File: config.mk
export PLATFORM = sky130hd
export DESIGN_NAME = mem_port_arbiter
export DESIGN_NICKNAME = d
export VERILOG_FILES = /design/src/rtl/pd_mem_pkg.sv /design/src/rtl/rr_arb2.sv /design/src/rtl/mem_port_arbiter.sv
export SDC_FILE = /design/constraint.sdc
export NUM_CORES = 1
export LEC_CHECK = 0
export CORE_AREA = 3 3 117 119
export CTS_CLUSTER_SIZE = 20
export DETAILED_ROUTE_END_ITERATION = 16
export DIE_AREA = 0 0 120 122
export PLACE_DENSITY = 0.86
export SLEW_MARGIN = 15
export SYNTH_ARGS = -nofsm -noshare
export SYNTH_HDL_FRONTEND = slang
export SYNTH_SLANG_ARGS = --single-unit
File: constraint.sdc
create_clock -name clock -period 5 [get_ports clock]
set_input_delay 0.75 -clock clock [delete_from_list [all_inputs] [get_ports clock]]
set_output_delay 0.75 -clock clock [all_outputs]
set_load 0.1 [all_outputs]
File: src/rtl/pd_mem_pkg.sv
// rtl/pd_mem_pkg.sv - shared types and constants for the memory port arbiter
package pd_mem_pkg;

    typedef enum logic [1:0] {
        IDLE,
        ACCESS,
        WAIT,
        RESP
    } state_t;

    typedef enum logic {
        OWN_FETCH,
        OWN_DATA
    } owner_t;

    localparam logic MEM_READ  = 1'b0;
    localparam logic MEM_WRITE = 1'b1;

endpackage

File: src/rtl/rr_arb2.sv
// rtl/rr_arb2.sv - two-input round-robin arbiter with last-grant register
module rr_arb2
    import pd_mem_pkg::*;
(
    input  logic clock,
    input  logic reset,
    input  logic enable,
    input  logic req_fetch,
    input  logic req_data,
    output logic gnt_fetch,
    output logic gnt_data
);

    owner_t last_grant;

    // On a tie the requester that did not win last time is served.
    always_comb begin
        gnt_fetch = 1'b0;
        gnt_data  = 1'b0;
        if (enable) begin
            if (req_fetch && req_data) begin
                if (last_grant == OWN_DATA) begin
                    gnt_fetch = 1'b1;
                end else begin
                    gnt_data = 1'b1;
                end
            end else begin
                gnt_fetch = req_fetch;
                gnt_data  = req_data;
            end
        end
    end

    always_ff @(posedge clock) begin
        if (reset) begin
            last_grant <= OWN_DATA;
        end else if (gnt_fetch) begin
            last_grant <= OWN_FETCH;
        end else if (gnt_data) begin
            last_grant <= OWN_DATA;
        end
    end

endmodule

File: src/rtl/mem_port_arbiter.sv
// rtl/mem_port_arbiter.sv - shares one fixed-latency memory port between fetch and load/store
module mem_port_arbiter
    import pd_mem_pkg::*;
#(
    parameter int ADDR_W  = 32,
    parameter int DATA_W  = 32,
    parameter int LATENCY = 1
)
(
    input  logic              clock,
    input  logic              reset,
    input  logic              if_req,
    input  logic [ADDR_W-1:0] if_addr,
    output logic              if_gnt,
    output logic              if_rvalid,
    output logic [DATA_W-1:0] if_rdata,
    input  logic              d_req,
    input  logic [ADDR_W-1:0] d_addr,
    input  logic [DATA_W-1:0] d_wdata,
    input  logic              d_rw,
    output logic              d_gnt,
    output logic              d_rvalid,
    output logic [DATA_W-1:0] d_rdata,
    output logic              mem_en,
    output logic [ADDR_W-1:0] mem_addr,
    output logic [DATA_W-1:0] mem_data_in,
    output logic              mem_read_write,
    input  logic [DATA_W-1:0] mem_data_out
);

    state_t            state, state_n;
    logic [3:0]        cnt, cnt_n;
    owner_t            owner;
    logic              arb_en;
    logic              gnt_fetch, gnt_data;
    logic              resp_fetch, resp_data;
    logic [DATA_W-1:0] if_rdata_q, d_rdata_q;

    assign arb_en = (state == IDLE) && !reset;

    rr_arb2 u_arb (
        .clock     (clock),
        .reset     (reset),
        .enable    (arb_en),
        .req_fetch (if_req),
        .req_data  (d_req),
        .gnt_fetch (gnt_fetch),
        .gnt_data  (gnt_data)
    );

    assign if_gnt = gnt_fetch;
    assign d_gnt  = gnt_data;

    always_ff @(posedge clock) begin
        if (reset) begin
            state <= IDLE;
            cnt   <= 4'd0;
        end else begin
            state <= state_n;
            cnt   <= cnt_n;
        end
    end

    always_comb begin
        state_n = state;
        cnt_n   = cnt;
        case (state)
            IDLE: begin
                if (gnt_fetch || gnt_data) begin
                    state_n = ACCESS;
                end
            end
            ACCESS: begin
                cnt_n   = 4'd0;
                state_n = (LATENCY > 1) ? WAIT : RESP;
            end
            WAIT: begin
                if (cnt == 4'(LATENCY - 2)) begin
                    state_n = RESP;
                end else begin
                    cnt_n = cnt + 4'd1;
                end
            end
            RESP: begin
                state_n = IDLE;
            end
            default: begin
                state_n = IDLE;
            end
        endcase
    end

    // The memory-side registers double as the latched request fields.
    always_ff @(posedge clock) begin
        if (reset) begin
            mem_addr       <= '0;
            mem_data_in    <= '0;
            mem_read_write <= MEM_READ;
            owner          <= OWN_FETCH;
        end else if (gnt_fetch) begin
            mem_addr       <= if_addr;
            mem_read_write <= MEM_READ;
            owner          <= OWN_FETCH;
        end else if (gnt_data) begin
            mem_addr       <= d_addr;
            mem_data_in    <= d_wdata;
            mem_read_write <= d_rw;
            owner          <= OWN_DATA;
        end
    end

    assign mem_en     = (state == ACCESS) && !reset;
    assign resp_fetch = (state == RESP) && (owner == OWN_FETCH) && !reset;
    assign resp_data  = (state == RESP) && (owner == OWN_DATA) && !reset;

    always_ff @(posedge clock) begin
        if (reset) begin
            if_rdata_q <= '0;
            d_rdata_q  <= '0;
        end else begin
            if (resp_fetch) begin
                if_rdata_q <= mem_data_out;
            end
            if (resp_data) begin
                d_rdata_q <= (mem_read_write == MEM_WRITE) ? '0 : mem_data_out;
            end
        end
    end

    // Read data is forwarded in the response cycle and held afterwards.
    assign if_rvalid = resp_fetch;
    assign d_rvalid  = resp_data;
    assign if_rdata  = resp_fetch ? mem_data_out : if_rdata_q;
    assign d_rdata   = resp_data ? ((mem_read_write == MEM_WRITE) ? '0 : mem_data_out) : d_rdata_q;

endmodule
# Yosys cells after proc, flatten, opt, wreduce, memory -nomap -nowiden
# Index checks and enable logic that the tools add are counted.
# word_totals
wordCells	53
output_inout_bits	134
reg_bits	137
in_bits	133
# op_classes
bitwise	2
n_mux	18
n_eq_ne	7
add_sub_neg	1
n_reduce_logical	16
# ops
cell	count
2-to-1 mux 32 bit	5
2-to-1 mux 1 bit	8
case mux 2 bit (4 select lines)	1
case mux 4 bit (2 select lines)	1
logical AND 1 bit	7
AND reduction 2 bit	3
adder 4 x 1 -> 4 bit, second input constant	1
equality test 2 bit, second input constant	2
equality test 4 bit, second input constant	1
2-to-1 mux 2 bit	2
2-to-1 mux 4 bit	1
inequality test 2 bit, second input constant	2
nonzero test 2 bit	2
equality test 2 x 1 -> 1 bit, second input constant	1
zero test 2 bit	1
inequality test 2 x 1 -> 1 bit, second input constant	1
NOT 1 bit	2
OR reduction 2 bit	1
zero test 1 bit	1
logical OR 1 bit	1

# Depth between registers and ports, before layout
# Gate-level depths: netlist of run 1.
# logic_depth
word_depth	6
mapped_depth	8

# Modules after synthesis
# Synthesis of run 1 repeated with hierarchy kept, for this count alone.
# unflattened
hier_cells	615
hier_area_um2	5829.3
# modules_own_cells
mod	cells_per_inst	area_each_um2	instances
mem_port_arbiter	607	5770.5	1
rr_arb2	8	58.8	1

# Worst setup path after synthesis of run 1
# OpenSTA, ideal clock, no wires.
# synth_timing
path_type	in2out
start	in reset
end	out d_rdata[10]
stages	4
t_arrival_ns	3.361
path_slack_ns	0.889
required_ns	4.250
path_cell_list	buf_6 > nand3b_1 > clkbuf_1 > o21ai_0
# synth_via
elab_chain_cells	3
# synth_lines
element	line_no	text
start, declared	mem_port_arbiter.sv:11	input logic reset,
zero test 1 bit	mem_port_arbiter.sv:114	assign resp_data = (state == RESP) && (owner == OWN_DATA) && !reset;
logical AND 1 bit	mem_port_arbiter.sv:114	
2-to-1 mux 32 bit	n/a	
end, declared	mem_port_arbiter.sv:23	output logic [DATA_W-1:0] d_rdata,
# No other way between the ends.

# Worst setup path in the final report of run 1
# layout_timing
start	reg state[1]
end	out if_rdata[31]
# layout_via
elab_chain_cells	4
# layout_lines
element	line_no	text
start, declared	mem_port_arbiter.sv:31	state_t state, state_n;
start signal, assigned	mem_port_arbiter.sv:59	state <= state_n;
equality test 2 bit	mem_port_arbiter.sv:113	assign resp_fetch = (state == RESP) && (owner == OWN_FETCH) && !reset;
logical AND 1 bit (2 in a row)	mem_port_arbiter.sv:113	
2-to-1 mux 32 bit	n/a	
end, declared	mem_port_arbiter.sv:16	output logic [DATA_W-1:0] if_rdata,
# No other way between the ends.

==> reports/metrics.yaml, run 1 <==
setup_path:
  worstPathRequired_ns: 4.25
  startpoint_type: "flip-flop"
  crit_family: "buffers and inverters"
  end_kind: "output pin"
  cp.arrival_ns: 2.95
  cp_slowest_cell: "clkdlybuf4s50_1"
  worstPathMaxFanout: 10
  crit_buf_inv: 1
  crit_chain: "ha_1, nor3b_4, mux2_2, clkdlybuf4s50_1"
  crit_type: "flip-flop to output pin"
  crit_path_max_incr_delay_ns: 1.14
cts:
  cts_sinks: 137
  cts-root-buf: "clkbuf_16"
  htree_levels: 4
  postCtsHoldBufs: 0
  clockBufferDepth: 2
  postCtsSetupBuffers: 0
  numCtsBuffers: 17
  clock_latency_ns: 0.41
  post_cts_resized: 0
  cts_tree: "built"
  clkTransAtPathRegs_ns: 0.05
power_and_ir_drop:
  switchingPower_mw: 1.53
  internal_power_mw: 2.34
  powerDensity_nw_per_um2: 439
  p_leak_nw: 3.60
  sw_frac_of_total_pct: 39.5
  seq_power_share_pct: 31.9
  p_comb_share_pct: 37.8
  ir_worst_vdd_v: 0.000259
  pwr-share-clk_pct: 30.3
routing:
  drt-total-wl_mm: 16.4
  drt-pass1-iter-count: 4
  first_iter_violations: 308
  wl_per_cell_um: 15.2
  drc: 0
  vias: 5293
  viasPerCell: 4.91
  ant_nets: 0
floorplanning:
  die_area_um2: 14600
  io_pins: 267
  fp.dieH_um: 122
  rows: 41
  initial_core_util_pct: 45.0
  die_x_um: 120
  core_um2: 12700
finish:
  antennaDiodeCount: 0
  drive_gt1_share_pct: 14.9
  multi_input_area_um2: 2710
  utilization_pct: 69.6
  fillers: 992
  syn_to_final_growth_pct: 54.6
  final_cell_count_no_fill: 1079
  regArea_um2: 2740
  nNetsFinal: 1037
synthesis:
  synth-simple-area-share_pct: 31.5
  synth_area_leaders: "dfxtp_1 48%, nand2_1 6.5%, mux2_4 5.3%, nor2_1 4.5%, nor2b_1 4.3%"
  netlist.area_leader.share_pct: 48.1
  ys.warnings.count: 0
  synth_common_cells: "137 x dfxtp_1, 99 x nand2_1, 68 x nor2_1, 39 x nor2b_1"
  synth_top_family_by_area: "simple AND/OR/NAND/NOR gates"
  synth_xor_area_share_pct: 0
  synth-compound-area-share_pct: 6.38
  ys_ff_latch: 137
  yosysMostFrequentCell: "dfxtp_1"
  synthesis.nets: 791
  synthCells: 653
  synth-edff-count: 0
  synth_fa_ha_area_share_pct: 1.10
  yosysTopAreaCell: "dfxtp_1"
  synth-async-reset-ratio_pct: 0
  ys_seq_area_share_pct: 48.1
  syn-cell-area_um2: 5710
  synthMuxAreaShare_pct: 8.38
  avgSynthCellArea_um2: 8.74
  yosysUniqueCellTypes: 34
  synth_ff_type: "dfxtp_1"
timing:
  post-route-min-period_ns: 3.70
  relSlewSlack_pct: 31.9
  fin_skew_ns: 0.00484
  worst_hold_slack_ns: 0.451
  rsz0062_at_grt: "no"
  tightest_slew_ns: 1.02
  min_period_over_period_pct: 74.0
  fin_ws_ns: 1.30
  tns_ns: 0
  max_clock_freq_mhz: 270
  hold_viol: 0
  report.final.slew_viol_count: 0
  setup_viol: 0
status:
  status: "finished clean"
grt:
  grt_pass1_vias: 5035
  grt_overflow: 0
  grt_max_degree: 90
  grt_usage_pct: 21.9
  antenna_found_initial: 0
  grt_pass1_wl_mm: 25.5
place:
  place.port_buffers: 266
  globalplace.congestion: 0.782
  dp.cells: 1052
  place_worst_setup_slack_ns: 1.43
  dpl.hpwl_mm: 11.3
min_path:
  hp-class: "flip-flop to flip-flop"
job:
  max_cap_viol_count: 0
## power by group through the flow
stage | sequential, mW | combinational (mW) | clock, mW
after floorplan | 1.74 | 0.609 | 0
after global placement | 1.26 | 1.45 | 0
after detailed placement | 1.26 | 1.46 | 0
after CTS | 1.24 | 1.47 | 1.19
after global routing | 1.25 | 1.53 | 1.24
final | 1.24 | 1.46 | 1.17
## path summary, 6_finish.rpt
| check | start | end | slack (ns) | cells after the start |
|---|---|---|---|---|
| worst max-delay path | state[1] | if_rdata[31] | 1.30 | 4 |
| worst min-delay path | mem_data_in[17] | mem_data_in[17] | 0.45 | 2 |
| worst max register to register | state[1] | if_rdata_q[20] | 2.67 | 5 |
| worst min register to register | mem_data_in[17] | mem_data_in[17] | 0.45 | 2 |
## cell usage in the layout, fill, tap and decap left out, drive strengths merged
cell type	Yosys	layout
clkdlybuf4s50	0	207
dfxtp	137	137
nand2	99	99
nor2	68	68
buf	22	68
nor2b	40	40
nand2b	36	36
a21oi	36	36
nor3	35	35
mux2	34	34
o21ai	34	34
nor4	33	33
and2b	28	28
clkbuf	26	24
ha	5	5
inv	5	5
nand3	5	5
mux2i	2	2
clkinv	0	2
nor3b	1	1
nand3b	1	1
and2	1	1
a211oi	1	1
and4b	1	1
nand4	1	1
a31oi	1	1
or2	1	1
bufinv	0	1
## per-stage QoR
step                      total power [mW]  area, um^2
after CTS                             3.90        8820
final                                 3.87        8820
after detailed placement              2.72        8270
after global routing                  4.02        8820
after global placement                2.71        8270
after floorplan                       2.35        5710
## state kept, by name, indices dropped and copies added, names as in the netlist
signal and flops:
d_rdata_q 32, if_rdata_q 32, mem_addr 32, mem_data_in 32, cnt 4, state 2, mem_read_write 1, owner 1
u_arb.last_grant 1
## worst min-delay path, delay by kind of cell, from the launching register on
family / cells / cell delay [ns]
flops: 1 / 0.30
simple gates: 1 / 0.05
compound gates: 1 / 0.05
## per-layer routing
layer	part of all wire [%]	global-route usage [%]	vias to the layer above
met4	2.4	9.02	0
met5	0	0	-
met2	47	35.7	217
li1	-	-	2657
met3	10	9.70	31
met1	41	25.2	2388
## logic make-up (layout without fill, tap and decap cells)
| group | Yosys count | in the layout |
|---|---|---|
| buffers and inverters | 53 | 307 |
| flip-flops | 137 | 137 |
| adder cells (fa/ha/maj) | 5 | 5 |
| AO/OA/AOI/OAI | 72 | 72 |
| AND/OR/NAND/NOR | 350 | 350 |
| multiplexers | 36 | 36 |
## final cells by class
cell class,count,area share [%]
repair buffers,275,29.3
inverters,5,0.213
clock buffers,24,5.80
flip-flops and latches,137,31.1
well taps,172,2.44
clock inverters,3,0.454
multi-input cells,463,30.7
Power figures use the tool's default switching activity.
==> inputs of run 2 (changes only) <==
--- a/config.mk
+++ b/config.mk
@@ -5,11 +5,11 @@
 export SDC_FILE = /design/constraint.sdc
 export NUM_CORES = 1
 export LEC_CHECK = 0
-export CORE_AREA = 3 3 117 119
+export CORE_AREA = 3 3 129 131
 export CTS_CLUSTER_SIZE = 20
 export DETAILED_ROUTE_END_ITERATION = 16
-export DIE_AREA = 0 0 120 122
-export PLACE_DENSITY = 0.86
+export DIE_AREA = 0 0 132 134
+export PLACE_DENSITY = 0.75
 export SLEW_MARGIN = 15
 export SYNTH_ARGS = -nofsm -noshare
 export SYNTH_HDL_FRONTEND = slang
==> constraint.sdc (replaced) <==
create_clock -name clock -period 3.1 [get_ports clock]
set_input_delay 0.465 -clock clock [delete_from_list [all_inputs] [get_ports clock]]
set_output_delay 0.465 -clock clock [all_outputs]
set_load 0.1 [all_outputs]
==> reports/metrics.yaml, run 2 (synthesis gave the netlist of run 1 again) <==
status:
  status: "finished clean"  # unchanged
finish:
  final_common_cell: "dfxtp_1"  # was clkdlybuf4s50_1
  final_cell_mix: "137 x dfxtp_1, 131 x clkdlybuf4s50_1, 99 x nand2_1"  # was 207 x clkdlybuf4s50_1, 137 x dfxtp_1, 99 x nand2_1
  syn_to_final_growth_pct: 69.3  # was 54.6%
  fillers: 1319  # was 992
  drive_gt1_share_pct: 23.9  # was 14.9%
  antennaDiodeCount: 0  # unchanged
  nNetsFinal: 1039  # was 1,037
cts:
  cts-root-buf: "clkbuf_16"  # unchanged
  numCtsBuffers: 17  # unchanged
  clock_latency_ns: 0.41  # about the same
  clkTransAtPathRegs_ns: 0.06  # was 0.05 ns
  cts_tree: "built"  # unchanged
  cts_sinks: 137  # unchanged
  postCtsSetupBuffers: 0  # unchanged
  postCtsHoldBufs: 0  # unchanged
  htree_levels: 4  # unchanged
  post_cts_resized: 0  # unchanged
  clockBufferDepth: 2  # unchanged
power_and_ir_drop:
  ir_worst_vdd_v: 0.000399  # was 0.000259 V
  powerDensity_nw_per_um2: 686  # was 439 nW/um^2
  p_leak_nw: 3.99  # was 3.60 nW
min_path:
  min-delay-start: "reset"  # was mem_data_in[17]
  hp-class: "input port to flip-flop"  # was flip-flop to flip-flop
timing:
  max_clock_freq_mhz: 380
  relSlewSlack_pct: 53.4  # was 31.9%
  fin_ws_ns: 0.466  # was 1.30 ns
  min_period_over_period_pct: 85.0
  rsz0062_at_grt: "no"  # unchanged
  report.final.slew_viol_count: 0  # unchanged
  tns_ns: 0  # unchanged
  tightest_slew_ns: 0.700  # was 1.02 ns
  setup_viol: 0  # unchanged
  fin_skew_ns: 0.00781  # was 0.00484 ns
  hold_viol: 0  # unchanged
  post-route-min-period_ns: 2.63
job:
  max_cap_viol_count: 0  # unchanged
setup_path:
  crit_chain: "ha_1, nor3b_4, buf_12, mux2_1, buf_12"  # was ha_1, nor3b_4, mux2_2, clkdlybuf4s50_1
  critical_path.startpoint: "state[0]"  # was state[1]
  crit_top_cell: "buf_12"
  cp.arrival_ns: 2.17  # was 2.95 ns
  crit_path_max_incr_delay_ns: 0.41  # was 1.14 ns
  timing.rr.start: "state[0]"  # was state[1]
  end_kind: "output pin"  # unchanged
  worstPathRequired_ns: 2.63  # was 4.25 ns
  worstPathMaxFanout: 33  # was 10
  startpoint_type: "flip-flop"  # unchanged
  crit_buf_inv: 2  # was 1
  crit_family: "buffers and inverters"  # unchanged
  crit_type: "flip-flop to output pin"  # unchanged
  cp_slowest_cell: "mux2_1"  # was clkdlybuf4s50_1
floorplanning:
  die_area_um2: 17700  # was 14,600 um^2
  die_x_um: 132  # was 120 um
  io_pins: 267  # unchanged
  rows: 46  # was 41
  core_um2: 15700  # was 12,700 um^2
  initial_core_util_pct: 36.3  # was 45.0%
  fp.dieH_um: 134  # was 122 um
place:
  place_worst_setup_slack_ns: 0.763  # was 1.43 ns
  globalplace.congestion: 0.778  # was 0.782
  dpl.hpwl_mm: 11.4  # was 11.3 mm
  place.port_buffers: 266  # unchanged
grt:
  grt_overflow: 0  # unchanged
  grt_pass1_wl_mm: 25.7  # was 25.5 mm
  grt_max_degree: 71  # was 90
  antenna_found_initial: 0  # unchanged
  grt_pass1_vias: 4989  # was 5,035
  grt_usage_pct: 17.9  # was 21.9%
routing:
  drt-total-wl_mm: 16.3  # was 16.4 mm
  vias: 5296  # was 5,293
  drc: 0  # unchanged
  wl_per_cell_um: 14.4  # was 15.2 um
  first_iter_violations: 314  # was 308
  viasPerCell: 4.69  # was 4.91
  drt-pass1-iter-count: 4  # unchanged
  ant_nets: 0  # unchanged
-- run 2: changes by cell type in the layout (fill, tap and decap cells not counted) --
cell             before  now
clkbuf_8              6    3
clkdlybuf4s50_1     207  131
o21ai_1              17   32
buf_4                68   76
buf_12                0   70
o21ai_0              16    1
clkbuf_1              1    0
clkinv_4              0    4
bufinv_16             1    4
clkinv_2              2    3
-- run 2: power by group --
| part | internal (mW) | switching, mW |
|---|---|---|
| clock | 1.41 | 0.749 |
| sequential | 1.91 | 0.0822 |
| combinational | 0.752 | 1.73 |
-- run 2: routing by layer --
layer	vias to the layer above	part of all wire, %	wire [um]	global-route usage [%]
met5	-	0	0	0
met2	176	48	7870	29.3
li1	2657	-	-	-
met4	0	2.2	353	6.48
met1	2436	44	7130	22.3
met3	27	5.7	935	5.78
-- run 2: path summary, 6_finish.rpt --
check                         end  slack, ns  cells past startpoint
setup / recovery     if_rdata[15]       0.47                      5
hold / removal             cnt[0]       0.41                      2
setup reg to reg      mem_addr[4]       1.04                      8
hold reg to reg   mem_data_in[27]       0.45                      2
-- run 2: cell type report --
class / count / area [um^2] / area share [%]
inverter: 5 / 18.8 / 0.194
clock inverter: 11 / 170 / 1.76
tap: 216 / 270 / 2.80
timing repair buffer: 277 / 3280 / 34.0
sequential: 137 / 2740 / 28.4
clock buffer: 20 / 467 / 4.83
multi-input combinational: 463 / 2710 / 28.0
-- run 2: worst reg2reg max path: stages, from the launching register on --
cell     delay [ns]
dfxtp_1        0.34
inv_1          0.09
ha_1           0.22
nor2b_4        0.24
nand3_4        0.09
inv_2          0.35
buf_4          0.30
nor3_1         0.08
nor4_1         0.25
-- run 2: per-stage QoR --
step / power (mW) / instance area, um^2 / utilization (%) / std cells / hold WS (ns)
final: 6.63 / 9660 / 61.5 / 1129 / 0.410
after detailed placement: 4.52 / 9020 / 57.4 / 1098 / 0.447
after global routing: 6.90 / 9660 / 61.5 / 1129 / 0.408
after global placement: 4.50 / 9020 / 57.4 / 1098 / 0.442
after CTS: 6.70 / 9660 / 61.5 / 1129 / 0.392
after floorplan: 3.79 / 5710 / - / 653 / 0.465
==> inputs of run 3 (changes only) <==
--- a/config.mk
+++ b/config.mk
@@ -5,11 +5,11 @@
 export SDC_FILE = /design/constraint.sdc
 export NUM_CORES = 1
 export LEC_CHECK = 0
-export CORE_AREA = 3 3 129 131
+export CORE_AREA = 3 3 122 124
 export CTS_CLUSTER_SIZE = 20
 export DETAILED_ROUTE_END_ITERATION = 16
-export DIE_AREA = 0 0 132 134
-export PLACE_DENSITY = 0.75
+export DIE_AREA = 0 0 125 127
+export PLACE_DENSITY = 0.79
 export SLEW_MARGIN = 15
 export SYNTH_ARGS = -nofsm -noshare
 export SYNTH_HDL_FRONTEND = slang
==> constraint.sdc (replaced) <==
create_clock -name clock -period 2.5 [get_ports clock]
set_input_delay 0.375 -clock clock [delete_from_list [all_inputs] [get_ports clock]]
set_output_delay 0.375 -clock clock [all_outputs]
set_load 0.1 [all_outputs]
==> reports/metrics.yaml, run 3 (synthesis gave the netlist of run 1 again) <==
status:
  status: "finished clean"  # unchanged
routing:
  viasPerCell: 4.89  # was 4.69
  vias: 5394  # was 5,296
  drt-pass1-iter-count: 4  # unchanged
  first_iter_violations: 372  # was 314
  drt-total-wl_mm: 16.8  # was 16.3 mm
  ant_nets: 0  # unchanged
  drc: 0  # unchanged
  wl_per_cell_um: 15.2  # was 14.4 um
place:
  placedInstanceArea_um2: 9150  # was 9020 um^2
  dpl.hpwl_mm: 11.8  # was 11.4 mm
  place_worst_setup_slack_ns: 0.430  # was 0.763 ns
  place.port_buffers: 266  # unchanged
  globalplace.congestion: 0.793  # was 0.778
  dp.cells: 1067  # was 1,098
finish:
  utilization_pct: 70.5  # was 61.5%
  design_area_um2: 9790  # was 9660 um^2
  antennaDiodeCount: 0  # unchanged
  drive_gt1_share_pct: 27.7  # was 23.9%
  final_cell_count_no_fill: 1102  # was 1,129
  nNetsFinal: 1047  # was 1,039
  final_cell_mix: "135 x dfxtp_1, 131 x clkdlybuf4s50_1, 99 x nand2_1"  # was 137 x dfxtp_1, 131 x clkdlybuf4s50_1, 99 x nand2_1
  fillers: 1036  # was 1,319
  final_common_cell: "dfxtp_1"  # unchanged
  syn_to_final_growth_pct: 71.6  # was 69.3%
power_and_ir_drop:
  ir_worst_vdd_v: 0.000632  # was 0.000399 V
  seq_power_share_pct: 31.0  # was 30.1%
  total_power_mw: 8.02  # was 6.63 mW
  internal_power_mw: 4.87  # was 4.07 mW
  pwr-share-clk_pct: 29.8  # was 32.5%
  p_comb_share_pct: 39.3  # was 37.4%
  powerDensity_nw_per_um2: 819  # was 686 nW/um^2
  switchingPower_mw: 3.15  # was 2.56 mW
  sw_frac_of_total_pct: 39.3  # was 38.6%
  p_leak_nw: 4.07  # was 3.99 nW
timing:
  hold_viol: 0  # unchanged
  fin_ws_ns: 0.0485  # was 0.466 ns
  setup_viol: 0  # unchanged
  fin_skew_ns: 0.00754  # was 0.00781 ns
  relSlewSlack_pct: 56.1  # was 53.4%
  max_clock_freq_mhz: 408
  report.final.slew_viol_count: 0  # unchanged
  tns_ns: 0  # unchanged
  min_period_over_period_pct: 98.1
  post-route-min-period_ns: 2.45
  tightest_slew_ns: 0.658  # was 0.700 ns
  worst_hold_slack_ns: 0.453  # was 0.410 ns
cts:
  cts_tree: "built"  # unchanged
  cts-root-buf: "clkbuf_16"  # unchanged
  htree_levels: 4  # unchanged
  postCtsHoldBufs: 0  # unchanged
  clock_latency_ns: 0.41  # about the same
  numCtsBuffers: 17  # unchanged
  clkTransAtPathRegs_ns: 0.05  # was 0.06 ns
  clockBufferDepth: 2  # unchanged
  cts_sinks: 137  # unchanged
grt:
  grt_max_degree: 66  # was 71
  grt_pass1_vias: 5251  # was 4,989
  grt_usage_pct: 20.2  # was 17.9%
  grt_overflow: 0  # unchanged
  grt_pass1_wl_mm: 26.3  # was 25.7 mm
  antenna_found_initial: 0  # unchanged
floorplanning:
  io_pins: 267  # unchanged
  rows: 43  # was 46
  die_area_um2: 15900  # was 17,700 um^2
  die_x_um: 125  # was 132 um
  core_um2: 13900  # was 15,700 um^2
  fp.dieH_um: 127  # was 134 um
  initial_core_util_pct: 41.1  # was 36.3%
setup_path:
  worstPathMaxFanout: 16  # was 33
  crit_top_cell: "buf_12"  # unchanged
  crit_type: "flip-flop to output pin"  # unchanged
  worstPathRequired_ns: 2.12  # was 2.63 ns
  startpoint_type: "flip-flop"  # unchanged
  crit_chain: "ha_1, nor3b_4, buf_12, clkbuf_16, mux2_4, buf_12"  # was ha_1, nor3b_4, buf_12, mux2_1, buf_12
  cp.arrival_ns: 2.08  # was 2.17 ns
  end_kind: "output pin"  # unchanged
  cp_slowest_cell: "dfxtp_2"  # was mux2_1
  crit_path_max_incr_delay_ns: 0.36  # was 0.41 ns
job:
  max_cap_viol_count: 0  # unchanged
min_path:
  hp-class: "flip-flop to flip-flop"  # was input port to flip-flop
-- run 3: changes by cell type in the layout (fill, tap and decap cells not counted), sizes merged --
cell,delta
buf,+6
clkbuf,+5
bufinv,-2
clkinv,-1
clkinvlp,+1
-- run 3: power by group through the flow --
| stage | sequential (mW) | clock (mW) | combinational [mW] |
|---|---|---|---|
| final | 2.48 | 2.39 | 3.15 |
| after global routing | 2.51 | 2.55 | 3.30 |
| after CTS | 2.48 | 2.45 | 3.13 |
| after detailed placement | 2.52 | 0 | 3.13 |
| after global placement | 2.51 | 0 | 3.11 |
| after floorplan | 3.48 | 0 | 1.23 |
-- run 3: cell type report --
cell class,count,area [um^2],area share (%)
sequential,137,2750,28.0
timing repair buffer,285,3420,34.9
clock inverter,9,97.6,0.997
clock buffer,23,468,4.78
tap,180,225,2.30
inverter,5,18.8,0.192
multi-input combinational,463,2820,28.8
-- run 3: metal layers --
layer,GRT usage (%),up-vias,wire length (um)
met4,7.14,0,366
met5,0,-,0
li1,-,2688,-
met1,24.3,2493,6970
met2,34.5,185,8350
met3,6.02,28,1090
-- run 3: final timing paths --
path | depth (start not counted) | slack, ns | startpoint | endpoint
min | 2 | 0.45 | mem_data_in[23] | mem_data_in[23]
max | 6 | 0.05 | state[0] | if_rdata[25]
min reg2reg | 2 | 0.45 | mem_data_in[23] | mem_data_in[23]
max reg2reg | 8 | 0.66 | state[0] | mem_addr[11]
-- run 3: what timing repair did --
action,in CTS,in global routing
setup buffers,0,1
gates resized for setup,2,1
setup endpoints to repair,12,17
cloned,0,2
-- run 3: worst max-delay path, delay by kind of cell (launching register included) --
family        cells  cell delay (ns)
flops             1             0.36
mux               1             0.34
buf+inv           3             0.53
fa+ha+maj         1             0.19
simple gates      1             0.24
